<file path="src/rtl/queue_calc_sequencer.sv">
// Token front-end for the 5-entry calculator queue: turns operand/operator tokens into
// queue commands, evaluates operators on the queue's front pair and returns the result.
module queue_calc_sequencer #(
   parameter int DEPTH = 5,
   parameter int W     = 8
) (
   input  logic           clk,
   input  logic           rst,
   input  logic           tok_valid,
   output logic           tok_ready,
   input  logic           tok_is_op,
   input  logic [W-1:0]   tok_data,
   input  logic           tok_last,
   output logic [1:0]     q_opcode,
   output logic [W-1:0]   q_back,
   output logic           q_we,
   input  logic [2*W-1:0] top_conc,
   output logic           res_valid,
   input  logic           res_ready,
   output logic [W-1:0]   res_data,
   output logic [2:0]     count,
   output logic           err,
   output logic [2:0]     err_code
);
   typedef enum logic [2:0] {IDLE, PUSH, EXEC, WRITE, RESULT, ERROR} state_t;

   localparam logic [2:0] ERR_OVF  = 3'b001;
   localparam logic [2:0] ERR_UNF  = 3'b010;
   localparam logic [2:0] ERR_DIV0 = 3'b011;
   localparam logic [2:0] ERR_LEFT = 3'b100;

   state_t       state_reg, state_next;
   logic [2:0]   count_reg, count_next, new_count;
   logic [2:0]   err_code_reg, err_code_next;
   logic [W-1:0] data_reg, data_next;
   logic [W-1:0] result_reg, result_next;
   logic         last_reg, last_next;
   logic [W-1:0] op_a, op_b;

   assign op_a     = top_conc[2*W-1:W];
   assign op_b     = top_conc[W-1:0];
   assign count    = count_reg;
   assign err      = (state_reg == ERROR);
   assign err_code = err_code_reg;

   always_ff @(posedge clk) begin
      if (!rst) begin
         state_reg    <= IDLE;
         count_reg    <= '0;
         err_code_reg <= '0;
         data_reg     <= '0;
         result_reg   <= '0;
         last_reg     <= 1'b0;
      end else begin
         state_reg    <= state_next;
         count_reg    <= count_next;
         err_code_reg <= err_code_next;
         data_reg     <= data_next;
         result_reg   <= result_next;
         last_reg     <= last_next;
      end
   end

   always_comb begin
      state_next    = state_reg;
      count_next    = count_reg;
      new_count     = count_reg;
      err_code_next = err_code_reg;
      data_next     = data_reg;
      result_next   = result_reg;
      last_next     = last_reg;
      tok_ready     = 1'b0;
      q_we          = 1'b0;
      q_opcode      = 2'b00;
      q_back        = data_reg;
      res_valid     = 1'b0;
      res_data      = op_a;

      case (state_reg)
         IDLE: begin
            tok_ready = 1'b1;
            if (tok_valid) begin
               data_next = tok_data;
               last_next = tok_last;
               if (!tok_is_op) begin
                  if (count_reg == 3'(DEPTH)) begin
                     state_next    = ERROR;
                     err_code_next = ERR_OVF;
                  end else begin
                     state_next = PUSH;
                  end
               end else if (count_reg < 3'd2) begin
                  state_next    = ERROR;
                  err_code_next = ERR_UNF;
               end else begin
                  state_next = EXEC;
               end
            end
         end
         PUSH: begin
            q_we      = 1'b1;
            q_opcode  = 2'b00;
            q_back    = data_reg;
            new_count = count_reg + 3'd1;
         end
         EXEC: begin
            state_next = WRITE;
            case (data_reg[1:0])
               2'b00: result_next = op_a + op_b;
               2'b01: result_next = op_a - op_b;
               2'b10: result_next = op_a * op_b;
               default: begin
                  if (op_b == '0) begin
                     state_next    = ERROR;
                     err_code_next = ERR_DIV0;
                  end else begin
                     result_next = op_a / op_b;
                  end
               end
            endcase
         end
         WRITE: begin
            q_we      = 1'b1;
            q_opcode  = 2'b10;
            q_back    = result_reg;
            new_count = count_reg - 3'd1;
         end
         RESULT: begin
            res_valid = 1'b1;
            if (res_ready) begin
               q_we       = 1'b1;
               q_opcode   = 2'b11;
               count_next = '0;
               state_next = IDLE;
            end
         end
         default: ;
      endcase

      // Once the queue command commits, the last token decides whether a single result remains.
      if (state_reg == PUSH || state_reg == WRITE) begin
         count_next = new_count;
         if (!last_reg) begin
            state_next = IDLE;
         end else if (new_count == 3'd1) begin
            state_next = RESULT;
         end else begin
            state_next    = ERROR;
            err_code_next = (new_count == 3'd0) ? ERR_UNF : ERR_LEFT;
         end
      end
   end
endmodule
</file>
<file path="config.mk">
export PLATFORM = sky130hd
export DESIGN_NAME = queue_calc_sequencer
export DESIGN_NICKNAME = d
export VERILOG_FILES = /design/src/rtl/queue_calc_sequencer.sv
export SDC_FILE = /design/constraint.sdc
export NUM_CORES = 1
export LEC_CHECK = 0
export CORE_ASPECT_RATIO = 0.75
export CORE_UTILIZATION = 45
export DETAILED_ROUTE_END_ITERATION = 6
export HOLD_SLACK_MARGIN = 0.02
export MAX_ROUTING_LAYER = met4
export PLACE_DENSITY = 0.67
export SYNTH_ARGS = -nofsm -noshare
export SYNTH_HDL_FRONTEND = slang
export SYNTH_SLANG_ARGS = --single-unit
</file>
<file path="constraint.sdc">
create_clock -name clk -period 17.6 [get_ports clk]
set_clock_uncertainty 0.2 [all_clocks]
set_input_delay 4.4 -clock clk [delete_from_list [all_inputs] [get_ports clk]]
set_output_delay 4.4 -clock clk [all_outputs]
set_load 0.05 [all_outputs]
</file>
==> results_dict.tcl <==
set metrics [dict create \
    slew_violations 0 \
    final_util_pct 55.1 \
    r2r_cells 10 \
    coreArea_mm2 0.00923 \
    ys.flop_type "dfxtp_1" \
    clock_latency_ns 0.26 \
    fin_crit_ns 15.80 \
    syn_nets 674 \
    io_buffers 57 \
    clock_sinks 26 \
    track_usage_pct 26.0 \
    initial_core_util_pct 47.5 \
    fin_crit_sh_pct 89.7 \
    dp_cells 722 \
    timing.fmax_mhz 63.3 \
    synth_edf_count 0 \
    required_ns 17.55 \
    peakVddDrop_uv 58.3 \
    critical_path.most_common_cell "ha_1" \
    n_antenna_cell 0 \
    wl_per_cell_um 16.8 \
    cts-resized-gates 0 \
    leakagePower_uw 0.00222 \
    drive_gt1_share_pct 6.35 \
    worstMarginPinSlew_ns 0.712 \
    grt_pass1_vias 4107 \
    synth_area_leaders "ha_1 19%, dfxtp_1 12%, fa_1 6.4%, xnor2_1 6.0%, a21oi_1 5.3%" \
    maxCapViolCount 0 \
    syn2layout_area_growth_pct 16.0 \
    ioPinCount 58 \
    crit_slowest_cell "clkdlybuf4s50_1" \
    path_class "primary input to flop" \
    wl_um 12200 \
    startpoint_type "primary input" \
    p_per_area_mw_per_mm2 65.4 \
    drtIter0Drc 201 \
    cp_max_fo 10 \
    yosysWarnings 0 \
    die_y_um 87.5 \
    grt_pass1_wl_um 20200 \
    worst_ep_arrival_time_ns 15.74 \
    async_flop_share_pct 0 \
    syn_avg_cell_area_um2 7.76 \
    syn_inst 565 \
    fin_cells 726 \
    timing.final.hold_violations 0 \
    cts_root_buffer "clkbuf_16" \
    netlist_area_mm2 0.00438 \
    synth_top_cell_by_area "ha_1" \
    cts_made_buffers 3 \
    antenna_found_initial 0 \
    vias_per_cell 5.61 \
    dieArea_mm2 0.0101 \
    ys_seq_elements 26 \
    grt_max_degree 22 \
    synth_top_area_share_pct 18.6 \
    nNetsFinal 708 \
    firstDrtPassIters 4 \
    synth.distinct_cells 59 \
    cts_tree "done" \
    ctsLongestPathBuffers 2 \
    drc 0 \
    layout_common_cells "65 x ha_1, 57 x clkdlybuf4s50_1, 53 x nor2_1" \
    rsz0062_at_grt "no" \
    relSlewSlack_pct 52.4 \
    final_antenna_net_count 0 \
    cts_max_level 1 \
    dieWidth_um 116 \
    place_hpwl_um 9770 \
    postCtsHoldBufs 0 \
    num_vias 4073 \
    critPathMaxStageDelay_ns 0.65 \
    grt-ovfl-total 0 \
    whs_path_depth 2 \
    gp_congestion 0.899 \
    num_rows 30 \
    fin_tns_setup_ns 0 \
    ys_seq_area_share_pct 11.9 \
    finalSetupViolations 0 \
    clk_pin_slew_ns 0.07 \
    hold_class "flop to flop" \
    end_kind "flop" \
    cts_setup_buffers 0 \
    final_common_cell "ha_1" \
    status "finished, final reports clean" \
]
-- routing by layer --
metal	part of all wire (%)	GRT usage (%)
met1	52	37.4
met2	41	39.0
met3	5.1	3.13
met4	1.7	4.78
met5	0	-
-- worst paths after layout --
kind           startpoint       endpoint  slack, ns
min reg2reg   data_reg[4]    data_reg[4]       0.25
min           data_reg[4]    data_reg[4]       0.25
max           top_conc[7]  result_reg[0]       1.80
max reg2reg  state_reg[0]    err_code[1]      14.13
-- logic make-up after synthesis --
group,Yosys count,share of synthesized area [%]
flops,26,11.9
fa+ha+maj,79,24.9
simple gates,177,19.5
compound gates,143,21.1
mux,28,6.96
buf+inv,72,7.05
xor+xnor,40,8.62
-- through the flow --
stage,worst slack (ns),hold slack [ns],total power [uW],instance area [um^2]
after CTS,2.00,0.256,333,5090
after global routing,1.03,0.274,360,5090
after floorplan,3.37,0.233,216,4380
after global placement,2.05,0.240,264,4980
final,1.80,0.254,333,5090
after detailed placement,1.74,0.246,265,4980
-- worst max-delay path, delay by kind of cell --
family / cells / cell delay [ns]
compound gates: 26 / 5.98
fa+ha+maj: 7 / 2.10
simple gates: 6 / 1.38
mux: 3 / 1.04
buf+inv: 2 / 0.83
-- Yosys cell counts (8+ instances only) --
cell type	n
mux2i_1	8
nor2b_1	12
inv_1	39
and2_1	12
a21o_1	8
dfxtp_1	26
nand2_1	51
a21oi_1	46
xor2_1	8
clkbuf_1	21
xnor2_1	30
nor3_1	16
nor2_1	53
buf_4	8
o21ai_0	30
ha_1	65
mux2_2	20
fa_1	14
o21a_1	10
-- final cells by class --
cell class              count  area [um^2]
clock buffers               3         75.1
clock inverters             1         30.0
fillers                   926         4150
inverters                  41          154
multi-input cells         467         3550
flip-flops and latches     26          520
well taps                 128          160
repair buffers             60          593
-- power by group --
group	total, uW	internal [uW]	switching [uW]
clock	66.4	45.3	21.2
sequential	64.4	61.4	2.94
combinational	202	88.8	113
No activity file was read; power rests on OpenSTA's default activity.
